==> src/rtl/fpu_pkg.sv <==
// Shared constants and types for the FP issue/writeback controller and
// other FP decode logic.
package fpu_pkg;

  localparam logic [4:0] COP_S = 5'b10000;
  localparam logic [4:0] COP_D = 5'b10001;

  localparam logic [5:0] FN_ADD = 6'b000000;
  localparam logic [5:0] FN_SUB = 6'b000001;
  localparam logic [5:0] FN_MUL = 6'b000010;
  localparam logic [5:0] FN_DIV = 6'b000011;
  localparam logic [5:0] FN_ABS = 6'b000101;
  localparam logic [5:0] FN_MOV = 6'b000110;
  localparam logic [5:0] FN_NEG = 6'b000111;

  typedef enum logic [1:0] {
    IDLE = 2'd0,
    EXEC = 2'd1,
    WB   = 2'd2
  } fpu_state_e;

endpackage

==> src/rtl/fpu_op_decode.sv <==
// Combinational COP1 arithmetic decode: legality and ALU hold latency.
module fpu_op_decode
  import fpu_pkg::*;
#(
  parameter int ADD_LAT = 2,
  parameter int MUL_LAT = 4,
  parameter int DIV_LAT = 12,
  parameter int LAT_W   = $clog2(2*DIV_LAT) + 1
) (
  input  logic [4:0]       cop,
  input  logic [5:0]       func,
  output logic             legal,
  output logic [LAT_W-1:0] lat
);

  logic fmt_ok;

  always_comb begin
    fmt_ok = (cop == COP_S) || (cop == COP_D);
    legal  = 1'b0;
    lat    = LAT_W'(1);
    case (func)
      FN_ADD, FN_SUB: begin
        legal = fmt_ok;
        lat   = LAT_W'(ADD_LAT);
      end
      FN_MUL: begin
        legal = fmt_ok;
        lat   = LAT_W'(MUL_LAT);
      end
      FN_DIV: begin
        legal = fmt_ok;
        lat   = (cop == COP_D) ? LAT_W'(2*DIV_LAT) : LAT_W'(DIV_LAT);
      end
      FN_ABS, FN_MOV, FN_NEG: begin
        legal = fmt_ok;
        lat   = LAT_W'(1);
      end
      default: begin
        legal = 1'b0;
        lat   = LAT_W'(1);
      end
    endcase
  end

endmodule

==> src/rtl/fpu_issue_ctrl.sv <==
// Sequences one FP ALU operation at a time: latch operands, hold them for the
// op latency while stalling the core, then write the result back.
//
// state | meaning
// IDLE  | ready; accepts a legal instruction, flags an illegal one
// EXEC  | ALU inputs held, cnt counts down the op latency
// WB    | one-cycle register-file write of the captured result
module fpu_issue_ctrl
  import fpu_pkg::*;
#(
  parameter int ADD_LAT = 2,
  parameter int MUL_LAT = 4,
  parameter int DIV_LAT = 12
) (
  input  logic        clk,
  input  logic        reset,
  input  logic        issue_valid,
  input  logic [4:0]  cop,
  input  logic [5:0]  func,
  input  logic [4:0]  fd,
  input  logic [63:0] read_f_data1,
  input  logic [63:0] read_f_data2,
  input  logic        flush,
  output logic        issue_ready,
  output logic        stall,
  output logic [4:0]  alu_cop,
  output logic [5:0]  alu_func,
  output logic [63:0] alu_a,
  output logic [63:0] alu_b,
  input  logic [63:0] alu_float_result,
  output logic        f_wr_en,
  output logic [4:0]  f_wr_addr,
  output logic [63:0] f_wr_data,
  output logic        illegal_op
);

  localparam int CNT_W = $clog2(2*DIV_LAT);
  localparam int LAT_W = CNT_W + 1;

  fpu_state_e       state, state_nxt;
  logic [CNT_W-1:0] cnt;
  logic [4:0]       fd_q;
  logic [63:0]      result_q;
  logic             legal;
  logic [LAT_W-1:0] lat;
  logic             accept;

  fpu_op_decode #(
    .ADD_LAT (ADD_LAT),
    .MUL_LAT (MUL_LAT),
    .DIV_LAT (DIV_LAT),
    .LAT_W   (LAT_W)
  ) u_op_decode (
    .cop   (cop),
    .func  (func),
    .legal (legal),
    .lat   (lat)
  );

  assign accept = (state == IDLE) && issue_valid && legal && !flush;

  always_ff @(posedge clk or posedge reset) begin
    if (reset) state <= IDLE;
    else       state <= state_nxt;
  end

  always_comb begin
    state_nxt = state;
    if (flush) begin
      state_nxt = IDLE;
    end else begin
      case (state)
        IDLE:    if (issue_valid && legal) state_nxt = EXEC;
        EXEC:    if (cnt == '0) state_nxt = WB;
        WB:      state_nxt = IDLE;
        default: state_nxt = IDLE;
      endcase
    end
  end

  always_ff @(posedge clk or posedge reset) begin
    if (reset) begin
      cnt      <= '0;
      alu_cop  <= '0;
      alu_func <= '0;
      alu_a    <= '0;
      alu_b    <= '0;
      fd_q     <= '0;
      result_q <= '0;
    end else if (accept) begin
      cnt      <= CNT_W'(lat - LAT_W'(1));
      alu_cop  <= cop;
      alu_func <= func;
      alu_a    <= read_f_data1;
      alu_b    <= read_f_data2;
      fd_q     <= fd;
    end else if (state == EXEC && !flush) begin
      if (cnt != '0) cnt      <= cnt - CNT_W'(1);
      else           result_q <= alu_float_result;
    end
  end

  // Single-precision results live in the upper word; the lower word is zeroed.
  always_comb begin
    issue_ready = (state == IDLE);
    stall       = ((state == IDLE) && issue_valid && legal) || (state == EXEC);
    f_wr_en     = (state == WB) && !flush;
    illegal_op  = (state == IDLE) && issue_valid && !legal && !flush;
    f_wr_addr   = fd_q;
    f_wr_data   = (alu_cop == COP_D) ? result_q : {result_q[63:32], 32'h0};
  end

endmodule

==> config.mk <==
export PLATFORM = sky130hd
export DESIGN_NAME = fpu_issue_ctrl
export DESIGN_NICKNAME = d
export VERILOG_FILES = /design/src/rtl/fpu_pkg.sv /design/src/rtl/fpu_op_decode.sv /design/src/rtl/fpu_issue_ctrl.sv
export SDC_FILE = /design/constraint.sdc
export NUM_CORES = 1
export LEC_CHECK = 0
export ABC_AREA = 1
export CORE_AREA = 8 8 158 160
export DETAILED_ROUTE_END_ITERATION = 8
export DIE_AREA = 0 0 166 168
export HOLD_SLACK_MARGIN = 0.12
export MAX_ROUTING_LAYER = met4
export PLACE_DENSITY_LB_ADDON = 0.12
export SETUP_SLACK_MARGIN = 0.05
export SLEW_MARGIN = 20
export SYNTH_ARGS = -nofsm -noshare
export SYNTH_HDL_FRONTEND = slang
export SYNTH_SLANG_ARGS = --single-unit
export TNS_END_PERCENT = 50
==> constraint.sdc <==
create_clock -name clk -period 16.45 [get_ports clk]
set_input_delay 3.29 -clock clk [delete_from_list [all_inputs] [get_ports clk]]
set_output_delay 3.29 -clock clk [all_outputs]
set_load 0.005 [all_outputs]
==> summary by stage, run 1 <==
Die
The chip width is 166 um. The total number of placement rows is 55. Once the floorplan was initialized, standard cells occupied 39.2% of the core. The floorplan die height is roughly 170 um. The core area is 0.0224 sq mm. The count of boundary I/O pins is between 400 and 500. The floorplan step defined a die boundary enclosing between 0.02 and 0.03 sq mm.

Clocking
The total clock sinks is ~220. The later pin in the worst-skew pair is clocked with a latency of approximately 0.50 ns. Gates resized during post-CTS repair numbered 0.

The number of hold buffers added after CTS was 0. The clock tree root driver cell is clkbuf_16. The clock tree from TritonCTS is built. Counting the buffers created by CTS gives 24.

In this run the number of H-tree levels came out at 1. Clock-pin slew was measured on the worst setup and hold paths at 0.05 ns. The post-CTS setup repair buffer count is 0.

In this run the deepest clock path goes through 3 buffers.

Routing
The total wirelength of the detailed-routed design is 29,800 um. The per-cell via count in the routed design is 4.49. The remaining antenna violation count after routing is 0.

After detailed routing, the met2 layer carries 14,200 um of wire. The uppermost layer routed is met4. The total via count after detailed routing is approximately 7.8k.

For this run, design rule violations remaining after detail routing come to 0. The detailed router put a total of between 10,000 and 15,000 um of wire on met1. The first TritonRoute pass finished after 4 iterations. Dividing the detail-routed wire length by the instance count gives 17.2 um. After detailed routing, the met3 layer carries 3040 um of wire. The violation count after the first detailed-route iteration is 506.

Timing
The count of endpoints failing hold in the final timing report is 0. At the pin with the least slew margin, the transition time is approximately 1.0 ns. Setup total negative slack on the finished layout was measured at 0 ns. Setup repair after global routing left no endpoint under its margin. Setup violations remaining at the end of the flow were counted as 0.

Static timing analysis puts the maximum clock frequency at 120 MHz. After layout, the minimum clock period comes to 8.32 ns. The final critical path takes up 50.6% of the cycle.

The relative slew slack is 30.3%. The worst clock skew is 0.00833 ns. The max-slew violation count is 0.

Pwr
The total power density per cell area is 90.0 mW/mm^2. The design draws 0.00124 W. The reported leakage power is between 7 and 8 nW. The worst IR drop on VDD is 0.0797 mV.

Setup path
The worst setup path is launched from an input port. The endpoint class of the critical path is an output port. The data arrival time at the worst-slack endpoint is 5.03 ns. In this design, the stage delay of the slowest critical-path cell is 0.53 ns.

The critical path goes through clkdlybuf4s50_1 -> nor2_1 -> a21oi_1 -> nand2_1 -> o22ai_1 -> clkdlybuf4s50_1. The most prevalent standard cell on the critical path is clkdlybuf4s50_1. The largest fanout on the critical path is 4.

The slowest cell on the critical path is clkdlybuf4s50_1. The required time reported for the critical path endpoint is 13.16 ns. The critical path class is input port to output port.

Status
The run finished with clean final reports.

Synthesis
The fraction of post-synthesis cell area in the top cell type by area is 61.3%. The largest total area in the synthesized netlist belongs to dfrtp_1. The number of synthesis warnings is 0.

In this run, distinct cell masters in the synthesized netlist total 23. After synthesis, the mean cell area works out to between 8 and 9 sq um. The flip-flop and latch count after synthesis is approximately 220. The post-synthesis cell area is slightly below 0.009 sq mm.

Counting every instance in the synthesized netlist gives between 1k and 1.5k. The share of the yosys chip area belonging to registers is 61.3%. Counting every net in the synthesized netlist gives around 1.3k. Yosys attributes the largest share of cell area to dfrtp_1, nand2_1, buf_4.

Layout
Compared with the post-synthesis result, the final layout area differs by 57.4%. The count of nets after finishing is 1,633. The finished cells cover around 0.014 sq mm. In the final layout, the share of cells above drive strength 1 is 3.62%.

Placement
Once detailed placement completed, the half-perimeter wirelength came to 22,000 um. The total placed instance area is 0.0130 sq mm. During placement, the flow inserted port buffers numbering 423. At the end of routability-driven placement, the weighted congestion stood at 0.855.

Global routing
The via count of the first global-routing pass was around 8k. Entering global routing, the biggest net connects about 120 pins. The number of antenna violations at the first check in global routing came to 5. The wire length of the first global-routing pass is 46,200 um. The global route total overflow is 0.

Global routing used 21.5% of the available tracks across all layers.

Worst hold path
The min-delay analysis places its worst path in the category flip-flop to flip-flop.

Flow run
The tool flagged a number of max-cap violations equal to 0.
[worst max-delay path, delay by kind of cell]
family / cells / cell delay [ns]
buffers and inverters: 2 / 1.05
AOI/OAI and AO/OA: 2 / 0.43
and+or+nand+nor: 2 / 0.27
[through the flow]
stage                     std cells  hold slack (ns)  worst slack, ns  util [%]
after floorplan                1042            0.450             7.28         -
after global placement         1679            0.448             8.17      58.0
after detailed placement       1679            0.452             8.13      58.0
after CTS                      1723            0.468             8.13      61.7
after global routing           1728            0.489             7.96      61.8
final                          1728            0.463             8.13      61.8
[worst paths after layout]
path / start / to / slack, ns / depth (start not counted)
worst max-delay path: func[1] / stall / 8.13 / 6
worst min-delay path: alu_func[3]$_DFFE_PP0N_ / alu_func[3]$_DFFE_PP0N_ / 0.46 / 2
worst max register to register: state[1]$_DFFE_PP0P_ / cnt[4]$_DFFE_PP0P_ / 13.21 / 13
worst min register to register: alu_func[3]$_DFFE_PP0N_ / alu_func[3]$_DFFE_PP0N_ / 0.46 / 2
max in group asynchronous: reset / alu_a[25]$_DFFE_PP0N_ / 11.78 / 3
min in group asynchronous: reset / alu_b[8]$_DFFE_PP0N_ / 3.34 / 2
[where the power goes]
group          internal [W]  switching, W
registers          0.000546    0.00000860
clock network      0.000343      0.000207
logic             0.0000896     0.0000506
[cell type report]
class / instances / area, sq um
diodes: 5 / 12.5
clock buffers: 42 / 800
clock inverters: 2 / 37.5
fillers: 1928 / 8550
inverters: 61 / 236
multi-input cells: 688 / 2710
flip-flops and latches: 215 / 5380
well taps: 285 / 357
repair buffers: 430 / 4290
[kinds of logic after synthesis]
| logic type | after synthesis | synth area share [%] |
|---|---|---|
| and+or+nand+nor | 645 | 28.2 |
| DFF | 215 | 61.3 |
| buffers and inverters | 139 | 7.95 |
| AOI/OAI and AO/OA | 41 | 2.35 |
| xor gates and xnor gates | 1 | 0.0998 |
| adders and majority gates | 1 | 0.143 |
[synth_stat cells]
master	n
buf_4	39
clkinv_1	1
nand4_1	3
nor2_1	47
ha_1	1
nand2_1	579
o22ai_1	1
nor3_4	1
nor2_2	1
nand3_1	5
nand3_2	1
nor3_1	4
clkbuf_1	15
xnor2_1	1
o21ai_1	1
or2_2	1
a21oi_1	2
inv_1	60
dfrtp_1	215
o21ai_0	37
nor4_1	1
and2_1	2
buf_2	24
[placed cells by master (no fill, tap or decap)]
| cell | count |
|---|---|
| nor2_2 | 1 |
| or2_2 | 1 |
| nor2_1 | 47 |
| inv_8 | 1 |
| clkbuf_8 | 11 |
| diode_2 | 5 |
| o21ai_1 | 1 |
| nor3_4 | 1 |
| nand2_2 | 1 |
| and2_1 | 2 |
| clkbuf_16 | 25 |
| nand3_1 | 5 |
| inv_1 | 59 |
| clkbuf_1 | 6 |
| nor4_1 | 1 |
| nor3_1 | 4 |
| inv_2 | 1 |
| clkinvlp_4 | 1 |
| nand2_1 | 578 |
| nand3_4 | 1 |
| ha_1 | 1 |
| bufinv_16 | 1 |
| dfrtp_1 | 215 |
| buf_4 | 7 |
| o22ai_1 | 1 |
| nand4_1 | 3 |
| clkdlybuf4s50_1 | 423 |
| a21oi_1 | 2 |
| xnor2_1 | 1 |
| o21ai_0 | 37 |
[sequential cells by signal (all words and copies together) (netlist names)]
name       count
f_wr_addr      5
cnt            5
alu_a         64
alu_func       6
alu_cop        5
result_q      64
alu_b         64
state          2
[per-layer routing]
layer	track usage (%)	vias up
met4	6.52	0
met1	24.3	3537
li1	-	3859
met2	35.3	316
met5	-	-
met3	8.12	51
Power figures use the tool's default switching activity.
==> inputs of run 2 (changes only) <==
Clock period 16.45 ns to 8.1 ns, I/O delays scaled along.
==> summary by stage, run 2 (synthesized netlist as in run 1, its figures left out) <==
Global routing
The global route total overflow was 0 (unchanged). The aggregate global-route resource usage was 21.9% (was 21.5%). The pin count of the biggest net entering global routing is 146 (was 117). The wire length of the first global-routing pass is 46,800 um (was 46,200 um).

The number of antenna violations at the first check in global routing is 4 (was 5). The via count of the first global-routing pass was 8,117 (was 7,979).

Layout
The count of nets after finishing is 1,632 (was 1,633). The number of fill cells came to 1,927 (was 1,928). The most common cell after layout, fill and taps aside is nand2_1 (unchanged). The total area of sequential cells is 0.00538 sq mm (unchanged). The synthesis-to-finish area growth came to 56.9% (was 57.4%). The multi-input combinational cell area is 0.00271 sq mm (unchanged). Leading registers by flop count: alu_a: 64 flops, alu_b: 64 flops, result_q: 64 flops (unchanged).

The final design instance area without fill is 0.0138 sq mm (about the same). Commonest cells after routing, fill and taps aside: nand2_1, clkdlybuf4s50_1, dfrtp_1 (unchanged). The utilization after layout was 61.6% (was 61.8%). The layout cell share with drive strength beyond 1 is 3.48% (was 3.62%).

Die
The chip width came to 166 um (unchanged). The floorplan die height came to 168 um (unchanged). The initial standard-cell utilization of the core is 39.2% (unchanged).

The count of boundary I/O pins was 424 (unchanged). The area of the die was 0.0279 sq mm (unchanged). The core area was 0.0224 sq mm (unchanged). The total number of placement rows came to 55 (unchanged).

Routing
The total wirelength of the detailed-routed design came to 30,300 um (was 29,800 um). The detailed-routing iteration count for the pre-antenna-repair pass is 5 (was 4). The remaining antenna violation count after routing came to 0 (unchanged).

The final routed DRC violation total is 0 (unchanged). The average wire length per cell after detail routing is 17.5 um (was 17.2 um). The total via count after detailed routing was 7,784 (was 7,763).

The per-cell via count in the routed design is 4.51 (was 4.49). The violation count after the first detailed-route iteration is 528 (was 506).

Clocking
The total clock sinks was 215 (unchanged). The post-cts resize count came to 0 (unchanged). The maximum root-to-sink buffer count is 3 (unchanged). The count of hold buffers inserted by post-cts repair came to 0 (unchanged). The clock-pin slew of the registers on the worst-case setup and hold paths is 0.06 ns (was 0.05 ns).

The post-CTS setup repair buffer count is 0 (unchanged). The clock tree from TritonCTS is built (unchanged). The level count of the clock H-tree is 1 (unchanged). The clock tree root driver cell was clkbuf_16 (unchanged).

The latest clock arrival within the worst-skew pair is 0.50 ns (about the same). The total CTS buffers is 24 (unchanged).

Worst hold path
The type of the most critical hold path is flip-flop to flip-flop (unchanged).

Placement
The HPWL after detailed placement came to 22,200 um (was 22,000 um). The global placement routability congestion is 0.843 (was 0.855). The port buffer count came to 423 (unchanged). The total placed instance area came to 0.0130 sq mm (about the same).

Pwr
The total power density per cell area is 181 mW/mm^2 (was 90.0 mW/mm^2). The worst IR drop on VDD came to 0.150 mV (was 0.0797 mV). The reported leakage power is 7.01 nW (was 7.03 nW).

Setup path
Cell-by-cell trace of the critical path: clkdlybuf4s50_1 -> nor2_1 -> a21oi_1 -> nand2_1 -> o22ai_1 -> clkdlybuf4s50_1 (unchanged). The largest fanout on the critical path came to 4 (unchanged). The slowest cell on the critical path is clkdlybuf4s50_1 (unchanged). The worst stage delay on the critical path is 0.53 ns (about the same). The combined buffer and inverter count along the critical path is 2 (unchanged). The top cell family by delay on the critical path is buffers and inverters (unchanged). The endpoint class of the critical path is an output port (unchanged). The critical path class is input port to output port (unchanged). The data arrival time at the worst-slack endpoint was 3.34 ns (was 5.03 ns). The startpoint kind of the worst setup timing path is an input port (unchanged). The most prevalent standard cell on the critical path is clkdlybuf4s50_1 (unchanged). The required time reported for the critical path endpoint came to 6.48 ns (was 13.16 ns).

Timing
The count of endpoints failing hold in the final timing report is 0 (unchanged). RSZ-0062 raised after global routing: no (unchanged). The setup TNS came to 0 ns (unchanged). The highest clock rate is 201 MHz. The final count of negative-setup-slack endpoints is 0 (unchanged). The smallest clock period supported by the final layout is computed as 4.96 ns. The fraction of the cycle the final worst path needs is 61.3%.

The slew of the pin with the lowest slew margin is 0.965 ns (was 1.05 ns). The worst clock skew is 0.00791 ns (was 0.00833 ns). The max-slew violation count is 0 (unchanged). The relative slew slack is 35.6% (was 30.3%).

Flow run
The number of max-cap violations was 0 (unchanged).

Status
Run status: finished, final reports clean (unchanged).
-- run 2: cell types whose count changed in the layout (fill, tap and decap cells not counted), sizes merged --
| cell | change |
|---|---|
| inv | -1 |
| clkinvlp | -1 |
| diode | -1 |
| buf | -1 |
| clkbuf | -3 |
| clkinv | +5 |
-- run 2: final cells by class --
type                    instances  share of cell area, %
inverters                      61                   1.75
clock inverters                 5                  0.363
flip-flops and latches        215                   39.1
clock buffers                  39                   5.43
well taps                     285                   2.59
multi-input cells             688                   19.7
repair buffers                429                   31.1
diodes                          4                 0.0727
-- run 2: through the flow --
step / cells / power (W) / hold WS [ns] / worst slack (ns)
3_3_place_gp: 1678 / 0.00143 / 0.449 / 3.17
4_1_cts: 1722 / 0.00253 / 0.478 / 3.13
5_1_grt: 1726 / 0.00260 / 0.489 / 3.00
6_report: 1726 / 0.00250 / 0.474 / 3.14
2_1_floorplan: 1042 / 0.00121 / 0.450 / 0.601
3_5_place_dp: 1678 / 0.00143 / 0.460 / 3.13
-- run 2: final timing paths --
kind	slack [ns]	endpoint	cells past startpoint	start
setup reg to reg	5.23	cnt[4]$_DFFE_PP0P_	13	state[1]$_DFFE_PP0P_
setup / recovery	3.14	stall	6	func[1]
hold reg to reg	0.47	alu_func[5]$_DFFE_PP0N_	2	alu_func[5]$_DFFE_PP0N_
max in group asynchronous	4.98	alu_b[51]$_DFFE_PP0N_	3	reset
hold / removal	0.47	alu_func[5]$_DFFE_PP0N_	2	alu_func[5]$_DFFE_PP0N_
min in group asynchronous	1.66	alu_b[8]$_DFFE_PP0N_	2	reset
-- run 2: metal layers --
metal | global-route usage [%] | vias up | part of all wire (%)
met5 | - | - | 0
met4 | 7.51 | 0 | 2.9
met3 | 7.55 | 46 | 9.5
met2 | 35.9 | 317 | 48
met1 | 24.8 | 3569 | 40
li1 | - | 3852 | -
-- run 2: where the power goes --
group	leakage (nW)	internal (W)	switching, W
Combinational	3.81	0.000182	0.000103
Sequential	2.81	0.00111	0.0000181
Clock	0.396	0.000661	0.000427
-- run 2: worst reg2reg max path, stage by stage, from the launching register on --
cell,delay [ns]
dfrtp_1,0.45
nor2_2,0.17
nand2_1,0.08
nor2_1,0.26
nand3_4,0.75
nand2_1,0.25
nand2_1,0.09
inv_1,0.06
ha_1,0.19
nand3_1,0.10
o21ai_0,0.18
nand2_1,0.08
nand2_1,0.06
nand2_1,0.05
